$ cat src/rtl/multicycle_controller.sv
// Multicycle RV32I-subset control unit: FETCH -> EXEC -> (MEM -> WB), interrupts taken at instruction boundaries.
// Define CTRL_ILLEGAL_TRAP_EN to trap undecoded opcodes to IVEC; ALUResult returns the ULA sum used as the JALR target.
module multicycle_controller #(
  parameter int               NBITS       = 8,
  parameter int               NREGS       = 32,
  parameter int               WIDTH_ALUF  = 4,
  parameter int               NINSTR_BITS = 32,
  parameter logic [NBITS-1:0] IVEC        = NBITS'(8'h10)
) (
  input  logic                     clock,
  input  logic                     reset,
  output logic                     instr_req,
  output logic [NBITS-1:0]         instr_addr,
  input  logic                     instr_valid,
  input  logic [NINSTR_BITS-1:0]   instr,
  output logic [$clog2(NREGS)-1:0] RS1,
  output logic [$clog2(NREGS)-1:0] RS2,
  output logic [$clog2(NREGS)-1:0] RD,
  output logic [NBITS-1:0]         IMM,
  output logic                     ALUSrc,
  output logic [WIDTH_ALUF-1:0]    ALUControl,
  output logic                     MemtoReg,
  output logic                     RegWrite,
  output logic                     link,
  output logic [NBITS-1:0]         pclink,
  input  logic                     Zero,
  input  logic                     Neg,
  input  logic                     Carry,
  input  logic [NBITS-1:0]         ALUResult,
  output logic                     MemRead,
  output logic                     MemWrite,
  input  logic                     busy,
  input  logic                     interrupt,
  output logic                     illegal,
  output logic [NBITS-1:0]         dbg_pc,
  output logic [1:0]               dbg_state
);

  localparam int RBITS = $clog2(NREGS);

  typedef enum logic [1:0] {FETCH = 2'd0, EXEC = 2'd1, MEM = 2'd2, WB = 2'd3} state_t;

  typedef enum logic [4:0] {
    OP_LOAD   = 5'b00000,
    OP_IMM    = 5'b00100,
    OP_STORE  = 5'b01000,
    OP_REG    = 5'b01100,
    OP_LUI    = 5'b01101,
    OP_BRANCH = 5'b11000,
    OP_JALR   = 5'b11001,
    OP_JAL    = 5'b11011,
    OP_SYSTEM = 5'b11100
  } opcode_t;

  localparam logic [WIDTH_ALUF-1:0] ALU_ADD = WIDTH_ALUF'(4'b0000);
  localparam logic [WIDTH_ALUF-1:0] ALU_SUB = WIDTH_ALUF'(4'b1000);

  state_t                 state, state_next;
  logic [NINSTR_BITS-1:0] ir;
  logic [NBITS-1:0]       pc, sepc, pc_next, pc_plus4;
  logic                   in_isr, complete, trap, clear_isr, branch_taken, is_load;
  opcode_t                opc;
  logic [2:0]             funct3;
  logic                   funct7_5;
  logic [RBITS-1:0]       ir_rs1, ir_rs2, ir_rd;
  logic [NBITS-1:0]       imm_i, imm_s, imm_b, imm_j, imm_u;
  logic [WIDTH_ALUF-1:0]  alu_reg, alu_imm;
  logic                   unused_ir;

  // Immediates are built at 32 bits, then sign-extended or truncated to the datapath width.
  function automatic logic [NBITS-1:0] sext(input logic [31:0] v);
    return NBITS'($signed(v));
  endfunction

  assign opc       = opcode_t'(ir[6:2]);
  assign funct3    = ir[14:12];
  assign funct7_5  = ir[30];
  assign ir_rs1    = RBITS'(ir[19:15]);
  assign ir_rs2    = RBITS'(ir[24:20]);
  assign ir_rd     = RBITS'(ir[11:7]);
  assign unused_ir = ^ir[1:0];

  assign imm_i = sext({{20{ir[31]}}, ir[31:20]});
  assign imm_s = sext({{20{ir[31]}}, ir[31:25], ir[11:7]});
  assign imm_b = sext({{20{ir[31]}}, ir[7], ir[30:25], ir[11:8], 1'b0});
  assign imm_j = sext({{12{ir[31]}}, ir[19:12], ir[20], ir[30:21], 1'b0});
  assign imm_u = sext({ir[31:12], 12'b0});

  assign pc_plus4 = pc + NBITS'(4);
  assign is_load  = (opc == OP_LOAD);
  assign alu_reg  = WIDTH_ALUF'({funct7_5, funct3});
  // Only SRAI borrows funct7[5]; other I-type immediates may have bit 30 set.
  assign alu_imm  = (funct3 == 3'b101) ? WIDTH_ALUF'({funct7_5, funct3})
                                       : WIDTH_ALUF'({1'b0, funct3});

  always_comb begin
    case (funct3)
      3'b000:  branch_taken = Zero;
      3'b001:  branch_taken = !Zero;
      3'b100:  branch_taken = Neg;
      3'b101:  branch_taken = !Neg;
      3'b110:  branch_taken = !Carry;
      3'b111:  branch_taken = Carry;
      default: branch_taken = 1'b0;
    endcase
  end

  always_comb begin
    // NOTE: every signal written here gets a default first so no path infers a latch.
    state_next = state;
    pc_next    = pc_plus4;
    complete   = 1'b0;
    trap       = 1'b0;
    clear_isr  = 1'b0;
    instr_req  = 1'b0;
    RS1        = '0;
    RS2        = '0;
    RD         = '0;
    IMM        = '0;
    ALUSrc     = 1'b0;
    ALUControl = ALU_ADD;
    MemtoReg   = 1'b0;
    RegWrite   = 1'b0;
    link       = 1'b0;
    pclink     = '0;
    MemRead    = 1'b0;
    MemWrite   = 1'b0;
    illegal    = 1'b0;
    instr_addr = pc;
    dbg_pc     = pc;
    dbg_state  = state;

    unique case (state)
      FETCH: begin
        instr_req = 1'b1;
        if (instr_valid) state_next = EXEC;
      end

      EXEC: begin
        complete = 1'b1;
        case (opc)
          OP_REG: begin
            RS1 = ir_rs1; RS2 = ir_rs2; RD = ir_rd;
            ALUControl = alu_reg; RegWrite = 1'b1;
          end
          OP_IMM: begin
            RS1 = ir_rs1; RD = ir_rd; IMM = imm_i;
            ALUSrc = 1'b1; ALUControl = alu_imm; RegWrite = 1'b1;
          end
          OP_LOAD: begin
            RS1 = ir_rs1; RD = ir_rd; IMM = imm_i; ALUSrc = 1'b1;
            complete = 1'b0; state_next = MEM;
          end
          OP_STORE: begin
            RS1 = ir_rs1; RS2 = ir_rs2; IMM = imm_s; ALUSrc = 1'b1;
            complete = 1'b0; state_next = MEM;
          end
          OP_BRANCH: begin
            RS1 = ir_rs1; RS2 = ir_rs2; IMM = imm_b; ALUControl = ALU_SUB;
            if (branch_taken) pc_next = pc + imm_b;
          end
          OP_JAL: begin
            RD = ir_rd; IMM = imm_j; link = 1'b1; pclink = pc_plus4; RegWrite = 1'b1;
            pc_next = pc + imm_j;
          end
          OP_JALR: begin
            RS1 = ir_rs1; RD = ir_rd; IMM = imm_i; ALUSrc = 1'b1;
            link = 1'b1; pclink = pc_plus4; RegWrite = 1'b1;
            pc_next = ALUResult & ~NBITS'(1);
          end
          OP_SYSTEM: begin
            RD = ir_rd; link = 1'b1; pclink = sepc; RegWrite = 1'b1; clear_isr = 1'b1;
          end
          OP_LUI: begin
            RD = ir_rd; IMM = imm_u; ALUSrc = 1'b1; RegWrite = 1'b1;
          end
          default: begin
`ifdef CTRL_ILLEGAL_TRAP_EN
            illegal = 1'b1;
            trap    = 1'b1;
`else
            trap    = 1'b0;
`endif
          end
        endcase
        if (complete) state_next = FETCH;
      end

      MEM: begin
        // Address operands stay on the bus until the memory accepts the access.
        RS1 = ir_rs1; ALUSrc = 1'b1;
        if (is_load) begin
          RD = ir_rd; IMM = imm_i; MemRead = 1'b1;
        end else begin
          RS2 = ir_rs2; IMM = imm_s; MemWrite = 1'b1;
        end
        if (!busy) begin
          if (is_load) state_next = WB;
          else begin
            state_next = FETCH;
            complete   = 1'b1;
          end
        end
      end

      WB: begin
        RD = ir_rd; MemtoReg = 1'b1; RegWrite = 1'b1;
        complete = 1'b1; state_next = FETCH;
      end
    endcase

    if (RD == '0) RegWrite = 1'b0;

    // Reset silences every output in the cycle it is sampled, aborting any memory access.
    if (reset) begin
      instr_req = 1'b0; instr_addr = '0; RS1 = '0; RS2 = '0; RD = '0; IMM = '0;
      ALUSrc = 1'b0; ALUControl = '0; MemtoReg = 1'b0; RegWrite = 1'b0; link = 1'b0;
      pclink = '0; MemRead = 1'b0; MemWrite = 1'b0; illegal = 1'b0;
      dbg_pc = '0; dbg_state = FETCH;
    end
  end

  // NOTE: sequential state uses non-blocking assignments so every register samples pre-edge values.
  always_ff @(posedge clock) begin
    if (reset) begin
      state  <= FETCH;
      pc     <= '0;
      sepc   <= '0;
      in_isr <= 1'b0;
      ir     <= '0;
    end else begin
      state <= state_next;
      if (state == FETCH && instr_valid) ir <= instr;
      if (complete) begin
        if (trap) begin
          sepc   <= pc;
          pc     <= IVEC;
          in_isr <= 1'b1;
        end else if (interrupt && !in_isr) begin
          sepc   <= pc_next;
          pc     <= IVEC;
          in_isr <= 1'b1;
        end else begin
          pc <= pc_next;
          if (clear_isr) in_isr <= 1'b0;
        end
      end
    end
  end

endmodule

$ cat config.mk
export PLATFORM = sky130hd
export DESIGN_NAME = multicycle_controller
export DESIGN_NICKNAME = d
export VERILOG_FILES = /design/src/rtl/multicycle_controller.sv
export SDC_FILE = /design/constraint.sdc
export NUM_CORES = 1
export LEC_CHECK = 0
export ABC_AREA = 0
export CORE_MARGIN = 2
export CORE_UTILIZATION = 34
export CTS_BUF_LIST = sky130_fd_sc_hd__clkbuf_8
export CTS_CLUSTER_SIZE = 14
export DETAILED_ROUTE_END_ITERATION = 6
export PLACE_DENSITY = 0.68
export REMOVE_ABC_BUFFERS = 1
export SKIP_CTS_REPAIR_TIMING = 1
export SLEW_MARGIN = 30
export SYNTH_ARGS = -nofsm -noshare
export SYNTH_HDL_FRONTEND = slang
export SYNTH_SLANG_ARGS = --single-unit
export TNS_END_PERCENT = 50
$ cat constraint.sdc
create_clock -name clock -period 2.25 [get_ports clock]
set_input_delay 0.3375 -clock clock [delete_from_list [all_inputs] [get_ports clock]]
set_output_delay 0.3375 -clock clock [all_outputs]
set_load 0.02 [all_outputs]
==> run metrics <==
vias in the first global route 3737; Leakage 2.47 nW; Clock Latency Late Sink 310 ps; main flop type after synthesis dfxtp_1; layout cells sized above 1 0.273; Final min period 2540 ps; most area-hungry cell type in the Yosys netlist dfxtp_1; Metal-1 WL 5.56 mm; critical path arrival 2200 ps; crit path launch type flip-flop; combinational share of power 0.325; Pwr per Cell Area 420 mW/mm2; most frequent cell after synthesis nand2_1; critical path class reg2out; Mean Syn Cell Area 7.39 um2; DR top layer met4; Clock Skew 8.40 ps; status finished, violations left; EDFF count, synth 0; global route total overflow 0; io pins 109; Synth async-reset ratio 0; number of port buffers 101; dpl hpwl 8.85 mm; Post-Synthesis Cells 471; routability cong. 0.932; chip height 105 um; core outline area 0.00986 mm2; ANT cells 0; RSZ-0062 raised after global routing yes; Hold Violations, Final 0; Total GRT Usage 0.203; synth cell count leaders nand2_1, nor2_1, a21oi_1; met3 wire len 669 um; internal power 1.53 mW; placed insts 741; clock transition at the registers of the reported paths 90 ps; Distinct cells, synth 62; CTS H-tree lvls 2; initial core utilization 0.353; DR pass1 iterations 5; sequential share of power 0.404; total clock sinks 46; Post-route DRC 0; cell area after synthesis 0.00348 mm2; Max VDD drop 0.231 mV; MaxCap Viol Count 0; max-slew violations 0; Setup Viol. Count Final 22; Die Wd 105 um; Root Driver clkbuf_8; Hold Path Depth 2; Data required, critical path 1910 ps; min-delay worst type reg2reg; largest net degree at the start of global routing 28; Seq cells post-synth 46; Sw Share 0.325; Yosys warnings 0; Vias 3907; first-pass GRT wire length 18.5 mm; Final nets 695; # rows 36; total wire length after detailed routing 11.7 mm; CP endpoint kind output pin; NetSw 0.734 mW; Seq/Total Area, Yosys 0.265; DRT antenna net count 0; Die ar. 0.0111 mm2; failing checks negative setup slack; Non-Filler Instances 763; wire per inst 15.3 um; CTS buffer count 5; CTS max path bufs 2; worst slack at placement -357 ps; Clock power frac 0.271; top cells by area, synth dfxtp_1, nand2_1, a21oi_1; vias per inst 5.12; Layout area overhead 54.6%; top-area cell type share of the netlist area 0.265; number of DRC markers in iteration 0 179; clock tree from TritonCTS yes; WL met2 5.39 mm; initial antenna violation count 0; Final WS setup -288 ps; fmax 394 MHz; period utilisation layout 1.13; reg2reg path depth 10; crit-path max FO 6
power groups by stage:
stage / Sequential [mW] / Clock, mW / Combinational [mW]
floorplan: 0.931 / 0 / 0.309
global placement: 0.925 / 0 / 0.632
detailed placement: 0.927 / 0 / 0.639
CTS: 0.908 / 0.620 / 0.643
global route: 0.921 / 0.648 / 0.799
finish: 0.913 / 0.613 / 0.734
worst max-delay path, cell delays in order, from the launching register on:
cell	delay [ps]
dfxtp_4	380
buf_8	140
nor4_4	320
o21a_1	230
buf_4	130
nor2_2	40
a21oi_2	140
and2b_2	200
and2_1	140
clkbuf_2	160
final timing paths:
check | slack, ps | to | start
setup / recovery | -290 | RD[0] | ir[2]
hold / removal | 460 | ir[15] | ir[15]
setup reg to reg | 50 | sepc[7] | pc[1]
hold reg to reg | 460 | ir[15] | ir[15]
kinds of logic after synthesis:
family | count (synthesis) | synth area share
buffers and inverters | 42 | 0.0615
adder cells (fa/ha/maj) | 18 | 0.0690
flip-flops | 46 | 0.265
XOR/XNOR | 14 | 0.0352
multiplexers | 3 | 0.00863
AO/OA/AOI/OAI | 123 | 0.227
other | 1 | 0.00108
AND/OR/NAND/NOR | 224 | 0.333
cell usage in the layout, fill, tap and decap left out, types with 3 or more instances in the layout:
master / netlist / routed
inv_1: 9 / 9
a21oi_2: 3 / 5
a21o_1: 6 / 6
buf_4: 10 / 85
nor3_1: 5 / 4
nand2_1: 67 / 65
buf_2: 3 / 4
clkdlybuf4s50_1: 0 / 59
a22o_1: 4 / 4
a31oi_1: 7 / 7
o21a_1: 4 / 4
a22oi_1: 8 / 8
nor2b_1: 19 / 17
mux2i_1: 3 / 3
clkbuf_2: 0 / 9
o21ai_2: 2 / 4
nand2b_1: 10 / 8
nand3_1: 10 / 10
o21ai_0: 14 / 12
a211oi_1: 9 / 8
and2_1: 25 / 23
and3_1: 3 / 3
xnor2_1: 10 / 9
xor2_1: 4 / 4
nand4_1: 3 / 3
nor2_2: 3 / 5
nor3_2: 3 / 4
ha_1: 16 / 15
dfxtp_2: 0 / 6
dlymetal6s2s_1: 0 / 18
clkbuf_8: 0 / 8
buf_6: 2 / 6
a21oi_1: 49 / 45
nor2_1: 54 / 51
dfxtp_1: 46 / 39
per-layer routing:
metal / up-vias / global-route usage
met2: 121 / 0.326
met1: 1837 / 0.283
met3: 10 / 0.0356
met5: - / 0
met4: 0 / 0.0457
li1: 1939 / -
sequential cells by signal (all words and copies together), names as in the netlist:
register and cells:
pc 8, ir 27, state 2, sepc 8, in_isr 1
cell type report:
| cell class | instances | area [um2] |
|---|---|---|
| Sequential cell | 46 | 932 |
| Clock buffer | 8 | 110 |
| Tap cell | 133 | 166 |
| Fill cell | 934 | 4480 |
| Multi-Input combinational cell | 383 | 2490 |
| Timing Repair Buffer | 184 | 1650 |
| Inverter | 9 | 33.8 |
through the flow:
| stage | power [mW] | instance area [um2] | TNS, ps | hold WS (ps) | util |
|---|---|---|---|---|---|
| 5_1_grt | 2.37 | 5380 | -5870 | 488 | 0.545 |
| 3_3_place_gp | 1.56 | 4990 | -7410 | 440 | 0.506 |
| 3_5_place_dp | 1.57 | 4990 | -7780 | 451 | 0.506 |
| 4_1_cts | 2.17 | 5100 | -21580 | 463 | 0.517 |
| 6_report | 2.26 | 5380 | -3660 | 460 | 0.545 |
| 2_1_floorplan | 1.24 | 3300 | -98.4 | 402 | - |
No activity file was read; power rests on OpenSTA's default activity.
